**config.mk**
```make
export PLATFORM = sky130hd
export DESIGN_NAME = coport_arb
export DESIGN_NICKNAME = d
export VERILOG_FILES = /design/src/rtl/coport_arb.sv
export SDC_FILE = /design/constraint.sdc
export NUM_CORES = 1
export LEC_CHECK = 0
export ABC_AREA = 1
export CORE_UTILIZATION = 36
export DETAILED_ROUTE_END_ITERATION = 7
export GPL_TIMING_DRIVEN = 1
export PLACE_DENSITY_LB_ADDON = 0.1
export SLEW_MARGIN = 20
export SYNTH_ARGS = -nofsm -noshare
export SYNTH_HDL_FRONTEND = slang
export SYNTH_SLANG_ARGS = --single-unit
```
**constraint.sdc**
```tcl
create_clock -name clk -period 1.6 [get_ports clk]
set_input_delay 0.32 -clock clk [delete_from_list [all_inputs] [get_ports clk]]
set_output_delay 0.32 -clock clk [all_outputs]
set_load 0.05 [all_outputs]
```
**src/rtl/coport_arb.sv**
```systemverilog
// coport_arb -- arbiter for one coherence-hub slave port shared by RN requesters.
//
// The hub holds only one request per port, so at most one transaction is in
// flight at a time. Each issued transaction carries a nonzero 8-bit id that
// cycles 1..255. The hub response is steered back to the requester that issued
// it, and the block also runs the hub's exclusive-lock handshake.
//
// Build option:
//   COPORT_TIMEOUT_EN  when defined, a transaction that sees no response within
//                      TMO_CYC cycles of WAIT completes with rsp_err=1. When not
//                      defined, WAIT ends only on a matching h_resp and rsp_err
//                      is tied to 0.
//
// Parameters:
//   RN       number of requesters (2..8)
//   TMO_CYC  response timeout in cycles (only used with COPORT_TIMEOUT_EN)
//
// Ports:
//   clk, rst     clock, synchronous active-high reset
//   req_valid    per-requester request, held until req_ready
//   req_trsc     per-requester transaction type, 8 bits each
//   req_addr     per-requester line address, 64 bits each
//   req_ready    one-hot accept pulse (combinational, IDLE only)
//   rsp_valid    one-hot completion pulse
//   rsp_mesi     state returned with rsp_valid
//   rsp_err      completion caused by timeout
//   lock_req     per-requester lock request (level)
//   lock_gnt     lock confirmed to the owning requester
//   h_lock       lock request to the hub
//   h_lock_ack   hub lock confirmation
//   h_rqst       transaction id, nonzero only in the single issue cycle
//   h_trsc       transaction type to the hub (issue cycle only)
//   h_addr       address to the hub (issue cycle only)
//   h_resp       completed transaction id from the hub (one-cycle pulse)
//   h_mesi       state accompanying h_resp
//
// state   | meaning
// --------+------------------------------------------------------------
// S_IDLE  | nothing in flight; lock claim or round-robin grant possible
// S_ISSUE | registered request presented on h_rqst/h_trsc/h_addr
// S_WAIT  | waiting for h_resp matching the current id

module coport_arb #(
    parameter int RN      = 2,
    parameter int TMO_CYC = 1024
) (
    input  logic             clk,
    input  logic             rst,
    input  logic [RN-1:0]    req_valid,
    input  logic [RN*8-1:0]  req_trsc,
    input  logic [RN*64-1:0] req_addr,
    output logic [RN-1:0]    req_ready,
    output logic [RN-1:0]    rsp_valid,
    output logic [7:0]       rsp_mesi,
    output logic             rsp_err,
    input  logic [RN-1:0]    lock_req,
    output logic [RN-1:0]    lock_gnt,
    output logic             h_lock,
    input  logic             h_lock_ack,
    output logic [7:0]       h_rqst,
    output logic [7:0]       h_trsc,
    output logic [63:0]      h_addr,
    input  logic [7:0]       h_resp,
    input  logic [7:0]       h_mesi
);

    localparam int            IW  = (RN > 1) ? $clog2(RN) : 1;
    localparam logic [RN-1:0] ONE = {{(RN-1){1'b0}}, 1'b1};

    typedef enum logic [1:0] {
        S_IDLE  = 2'd0,
        S_ISSUE = 2'd1,
        S_WAIT  = 2'd2
    } state_t;

    state_t state_q, state_d;

    logic [7:0]    trsc_arr [RN];
    logic [63:0]   addr_arr [RN];

    logic [7:0]    id_q;
    logic [7:0]    id_next;
    logic [IW-1:0] rr_ptr_q;
    logic [IW-1:0] ptr_next;
    logic [IW-1:0] win_q;
    logic [IW-1:0] own_q;
    logic          own_vld_q;

    logic [RN-1:0] elig;
    logic [IW-1:0] gnt_idx;
    logic [IW-1:0] lock_idx;
    logic          grant;
    logic          lock_claim;
    logic          lock_release;
    logic          resp_hit;
    logic          tmo_hit;
    logic          done;

    logic [7:0]    h_rqst_q;
    logic [7:0]    h_trsc_q;
    logic [63:0]   h_addr_q;
    logic [RN-1:0] rsp_valid_q;
    logic [7:0]    rsp_mesi_q;

    for (genvar g = 0; g < RN; g++) begin : g_unpack
        assign trsc_arr[g] = req_trsc[g*8 +: 8];
        assign addr_arr[g] = req_addr[g*64 +: 64];
    end

    // First set bit of v, scanning upward from p and wrapping at RN.
    function automatic logic [IW-1:0] rr_pick(input logic [RN-1:0] v,
                                              input logic [IW-1:0] p);
        logic [IW-1:0] r;
        logic          hit;
        int            j;
        r   = '0;
        hit = 1'b0;
        for (int k = 0; k < RN; k++) begin
            j = int'(p) + k;
            if (j >= RN) j = j - RN;
            if (!hit && v[IW'(j)]) begin
                hit = 1'b1;
                r   = IW'(j);
            end
        end
        return r;
    endfunction

    always_comb begin
        // While a lock is held only the owner may issue.
        elig         = own_vld_q ? (req_valid & (ONE << own_q)) : req_valid;
        gnt_idx      = rr_pick(elig, rr_ptr_q);
        lock_idx     = rr_pick(lock_req, rr_ptr_q);
        ptr_next     = (gnt_idx == IW'(RN - 1)) ? '0 : gnt_idx + IW'(1);
        // Id 0 is reserved as "no request" on h_rqst, so skip it on wrap.
        id_next      = (id_q == 8'hFF) ? 8'h01 : id_q + 8'h01;
        lock_release = own_vld_q & ~lock_req[own_q];
    end

    always_ff @(posedge clk) begin
        if (rst) state_q <= S_IDLE;
        else     state_q <= state_d;
    end

    always_comb begin
        state_d    = state_q;
        lock_claim = 1'b0;
        grant      = 1'b0;
        resp_hit   = 1'b0;
        done       = 1'b0;
        req_ready  = '0;
        case (state_q)
            S_IDLE: begin
                // A lock claim takes the whole IDLE cycle; any request,
                // including the new owner's, is granted on the next IDLE cycle.
                lock_claim = !own_vld_q && (|lock_req);
                grant      = !lock_claim && (|elig);
                if (grant) begin
                    req_ready = ONE << gnt_idx;
                    state_d   = S_ISSUE;
                end
            end
            S_ISSUE: begin
                state_d = S_WAIT;
            end
            S_WAIT: begin
                resp_hit = (h_resp == id_q);
                done     = resp_hit | tmo_hit;
                if (done) state_d = S_IDLE;
            end
            default: begin
                state_d = S_IDLE;
            end
        endcase
    end

    always_ff @(posedge clk) begin
        if (rst) begin
            id_q        <= 8'h01;
            rr_ptr_q    <= '0;
            win_q       <= '0;
            own_q       <= '0;
            own_vld_q   <= 1'b0;
            h_rqst_q    <= '0;
            h_trsc_q    <= '0;
            h_addr_q    <= '0;
            rsp_valid_q <= '0;
            rsp_mesi_q  <= '0;
        end else begin
            // Hub-side fields are only nonzero for the single ISSUE cycle.
            h_rqst_q    <= '0;
            h_trsc_q    <= '0;
            h_addr_q    <= '0;
            rsp_valid_q <= '0;
            rsp_mesi_q  <= '0;
            if (grant) begin
                h_rqst_q <= id_q;
                h_trsc_q <= trsc_arr[gnt_idx];
                h_addr_q <= addr_arr[gnt_idx];
                win_q    <= gnt_idx;
                rr_ptr_q <= ptr_next;
            end
            if (done) begin
                rsp_valid_q <= ONE << win_q;
                rsp_mesi_q  <= resp_hit ? h_mesi : 8'h00;
                id_q        <= id_next;
            end
            if (lock_claim) begin
                own_q     <= lock_idx;
                own_vld_q <= 1'b1;
            end else if (lock_release) begin
                own_vld_q <= 1'b0;
            end
        end
    end

`ifdef COPORT_TIMEOUT_EN
    localparam int TW = (TMO_CYC > 1) ? $clog2(TMO_CYC) : 1;

    logic [TW-1:0] tmo_cnt_q;
    logic          rsp_err_q;

    // Down-counter loaded during ISSUE so it reads TMO_CYC-1 in the first WAIT
    // cycle; terminal count 0 in the TMO_CYC-th WAIT cycle ends the wait.
    assign tmo_hit = (state_q == S_WAIT) && (tmo_cnt_q == '0);

    always_ff @(posedge clk) begin
        if (rst) begin
            tmo_cnt_q <= '0;
            rsp_err_q <= 1'b0;
        end else begin
            if (state_q == S_ISSUE)
                tmo_cnt_q <= TW'(TMO_CYC - 1);
            else if ((state_q == S_WAIT) && !done)
                tmo_cnt_q <= tmo_cnt_q - TW'(1);
            else
                tmo_cnt_q <= '0;
            // A real response in the terminal cycle wins over the timeout.
            rsp_err_q <= done && !resp_hit;
        end
    end

    assign rsp_err = rsp_err_q;
`else
    // Without the timeout, WAIT ends only on a matching h_resp. TMO_CYC is
    // still referenced so both builds share one parameter list.
    if (TMO_CYC >= 1) begin : g_no_tmo
        assign tmo_hit = 1'b0;
    end else begin : g_no_tmo_zero
        assign tmo_hit = 1'b0;
    end

    assign rsp_err = 1'b0;
`endif

    assign h_rqst    = h_rqst_q;
    assign h_trsc    = h_trsc_q;
    assign h_addr    = h_addr_q;
    assign rsp_valid = rsp_valid_q;
    assign rsp_mesi  = rsp_mesi_q;
    assign h_lock    = own_vld_q;
    assign lock_gnt  = (h_lock_ack && own_vld_q) ? (ONE << own_q) : '0;

endmodule

```
* Yosys cells after proc, flatten, opt, wreduce, memory -nomap -nowiden
Cells that the tools add are included.
Operators by class: equality and inequality tests 6, $lt $le $gt $ge 6, reduce and logical (&&, ||, !) cells 16, muxes and demuxes 38, bitwise operators 6, shift operators 3, add/sub/neg operators 5
Operator list (count):
- $mux 64 | 3
- $mux 8 | 4
- $mux 1 | 24
- $mux 2 | 6
- $add 8x1->8 const B | 1
- $eq 8x8->1 | 1
- $eq 8x8->1 const B | 1
- $reduce_or 2->1 | 4
- $lt 1x3->1 const B | 2
- $pmux 2 s3 | 1
- $shl 1x1->2 const A | 3
- $logic_and 1x1->1 | 5
- $ge 2x2->1 const B | 2
- $logic_not 1->1 | 4
- $ne 2x2->1 const B | 2
- $not 1->1 | 3
- $add 1x1->2 const B | 1
- $and 2x2->2 | 1
- $eq 2x1->1 const B | 1
- $eq 2x2->1 const B | 1
- $ge 1x2->1 const B | 1
- $logic_not 2->1 | 1
- $lt 1x2->1 const B | 1
- $not 1->2 | 1
- other kinds (5) | 6
Storage, ports and cells: word-level logic and storage cells 91, output and inout port bits 96, flip-flop bits (word level) 104, input bits 167

* Logic depth before layout (Yosys ltp)
word-level depth 13, mapped depth 10, depth with buffers taken out 9

* Worst setup path after synthesis
Ideal clock, no wire load.
kind flip-flop to output port, from register own_vld_q, in the netlist h_lock, to output port lock_gnt[0], path buffers 0, path slack -627 ps, stages on the path, launching flop included 3, data required time 1280 ps, arrival time 1907 ps, cell sequence dfxtp_1 inv_1 nor3_1
Between the ends: longest elaborated chain between the ends 2
Ends and longest elaborated chain:
- start: declaration | RTL line 87 | logic own_vld_q;
- start signal: assignment | RTL line 183 | own_vld_q <= 1'b0;
- start signal: assignment | RTL line 210 | own_vld_q <= 1'b1;
- start signal: assignment | RTL line 212 | own_vld_q <= 1'b0;
- $logic_and 1x1->1 | RTL line 262 | assign lock_gnt = (h_lock_ack && own_vld_q) ? (ONE << own_q) : '0;
- $mux 2 | RTL line 262
- end: declaration | RTL line 57 | output logic [RN-1:0] lock_gnt,
Every way passes these cells.

* Final worst setup path
from input port req_valid[1], to output port req_ready[0]
Between the ends: longest elaborated chain between the ends 6
Ends and longest elaborated chain:
- start: declaration | RTL line 49 | input logic [RN-1:0] req_valid,
- $and 2x2->2 | RTL line 131 | elig = own_vld_q ? (req_valid & (ONE << own_q)) : req_valid;
- $mux 2 (*) | RTL line 131
- $reduce_or 2->1 (*) | RTL line 157 | grant = !lock_claim && (|elig);
- $logic_and 1x1->1 (*) | RTL line 157
- $mux 2 (*) | RTL line 158 | if (grant) begin
- $mux 2 (*) | RTL line 152 | case (state_q)
- end: declaration | RTL line 52 | output logic [RN-1:0] req_ready,
Every way passes the cells marked *; elsewhere a longest branch is shown, timed or not.

==> results.json <==
{
  "ys_types": 27,
  "crit_fanout": 4,
  "yosys.area_share.simple": 0.2721,
  "power_leakage_nw": 3.194,
  "final_nets": 977,
  "globalplace.congestion": 0.8240,
  "fin_worst_skew_ns": 0.009169,
  "syn-instance-count": 536,
  "max_cap_viol_count": 0,
  "final_layout_size_suffix_gt1_frac": 0.2263,
  "cts_inserted_buffers": 9,
  "synthesis.nets": 704,
  "crit_type": "in -> out",
  "place_area_um2": 6684,
  "synth_seq_area_share": 0.5169,
  "clock-sinks": 104,
  "cp_data_arrival_time_ns": 1.41,
  "synth-adder-area-share": 0.003107,
  "die_w_um": 107.8,
  "worstSkewPairLatency_ns": 0.35,
  "synthFlopType": "dfxtp_1",
  "start_util": 0.3699,
  "clk_pin_slew_ns": 0.09,
  "postCtsHoldBufs": 0,
  "finalHoldWorstSlack_ns": 0.4390,
  "synthTopCellsByArea": "dfxtp_1, nand2_1, a21oi_1",
  "drt_iter0_drc": 190,
  "antenna_found_initial": 0,
  "ys_warn_count": 0,
  "drc": 0,
  "grt_usage": 0.2114,
  "power_density_nw_per_um2": 886.6,
  "max_freq_mhz": 577.8,
  "fin_crit_ns": 1.731,
  "synth_top_cell_area_share": 0.5169,
  "dieHeight_um": 107.8,
  "grt_pass1_vias": 4055,
  "vias_per_cell": 4.549,
  "synth_compound_area_frac": 0.1159,
  "cts_tree": "yes",
  "overflow": 0,
  "drt.antenna.violating_nets": 0,
  "finalHoldViolCount": 0,
  "rsz0062_at_grt": "yes",
  "vias": 4335,
  "wl_per_cell_um": 13.41,
  "n_antenna_cell": 0,
  "violations": "negative setup slack",
  "pre_cts_slack_ns": -0.4137,
  "synthTopCellsByCount": "nand2_1, dfxtp_1, a21oi_1",
  "root_buffer": "clkbuf_8",
  "area_growth_pct": 75.30,
  "synth_top_family_by_area": "simple AND/OR/NAND/NOR gates",
  "outcome": "finished, violations left",
  "netlist_area_um2": 4028,
  "hold_class": "in -> reg",
  "cp-start-kind": "input port",
  "maxSlewViolCount": 0,
  "period_share": 1.082,
  "endpoint_kind": "output port",
  "post-dp-hpwl_um": 9778,
  "design_area_um2": 7061,
  "ir_drop_uv": 546.7,
  "ys_ff_latch": 104,
  "synth.area.mux_share": 0,
  "die_area_um2": 11610,
  "worstPathRequired_ns": 1.28,
  "wl_um": 12780,
  "synth_edf_count": 0,
  "clk_path_buf_depth": 2,
  "grt_max_degree": 53,
  "htreeDepth": 3,
  "rows": 38,
  "num_io_pins": 263,
  "yosysMostFrequentCell": "nand2_1",
  "grt_pass1_wl_um": 18950,
  "fin_ws_ns": -0.1308,
  "power_mw": 6.260,
  "io_buffers": 261,
  "dr.pass1.iters": 4,
  "avgSynthCellArea_um2": 7.514,
  "yosys.area.top_type": "dfxtp_1",
  "ys_async_sr_fraction": 0,
  "synthXorXnorAreaFrac": 0.01087,
  "finalSetupTns_ns": -0.2569,
  "setup_viol": 2,
  "coreArea_um2": 10890
}
==> stage by stage <==
stage,instances,util
after floorplan,536,-
after global placement,930,0.6139
after detailed placement,930,0.6139
after CTS,950,0.6432
after global routing,953,0.6485
final,953,0.6485
==> final cells by class <==
type                    count  area [um^2]
fillers                   960         3827
repair buffers            289         2694
flip-flops and latches    104         2095
multi-input cells         365         1709
well taps                 140        175.2
inverters                  40        160.2
clock buffers              11        151.4
clock inverters             4        76.32
==> worst paths after layout <==
check | cells after the start | endpoint | from | slack (ns)
max | 6 | req_ready[0] | req_valid[1] | -0.13
min | 3 | h_lock | lock_req[1] | 0.44
max reg2reg | 8 | h_addr[55] | h_lock | 0.13
min reg2reg | 1 | rsp_valid[0] | win_q | 0.45
==> cells in the final DEF (no fill, tap or decap), types with 3 or more instances in the layout <==
master / n
nor2_2: 12
buf_12: 8
inv_1: 31
clkbuf_8: 11
o21ai_0: 4
a21oi_1: 81
nand3_1: 11
inv_2: 6
xor2_1: 4
dfxtp_1: 98
nand3_4: 3
buf_4: 113
nand2_2: 7
dfxtp_2: 4
nand2_1: 204
clkdlybuf4s50_1: 164
nor2_1: 23
clkinvlp_4: 3
==> power breakdown <==
part | switching (mW) | leakage (nW) | total, mW | internal, mW
registers | 0.0502 | 0.848 | 2.76 | 2.71
clock network | 0.874 | 0.112 | 1.84 | 0.965
logic | 0.914 | 2.23 | 1.66 | 0.743
==> critical path: stages <==
cell             delay, ns
clkdlybuf4s50_1       0.49
o21ai_2               0.09
a21oi_4               0.20
nand2_2               0.08
clkinvlp_4            0.09
buf_8                 0.14
==> metal layers <==
layer | track usage | up-vias | part of all wire
li1 | - | 2210 | -
met1 | 0.2203 | 1931 | 0.37
met2 | 0.3805 | 171 | 0.51
met3 | 0.07627 | 23 | 0.086
met4 | 0.08904 | 0 | 0.028
met5 | 0 | - | 0
==> cells by family (layout without fill, tap and decap cells) <==
kind of cell    Yosys count  in the layout
fa+ha+maj                 1              1
compound gates           91             91
simple gates            266            267
flops                   104            104
other cells               1              1
buf+inv                  68            344
xor+xnor                  5              5
==> timing repair <==
| action | in CTS | in global routing |
|---|---|---|
| pin swaps | 4 | 4 |
| endpoints found under the hold margin | 0 | 0 |
| cloned | 0 | 1 |
| resized for setup | 19 | 9 |
| setup endpoints to repair | 4 | 19 |
| setup buffers | 5 | 3 |
==> registers in the layout (all words and copies together) (netlist names) <==
signal	cells
id_q	8
win_q	1
state_q	2
rsp_mesi	8
rsp_valid	2
h_trsc	8
rr_ptr_q	1
h_rqst	8
own_q	1
h_addr	64
h_lock	1
No activity file was read; power rests on OpenSTA's default activity.
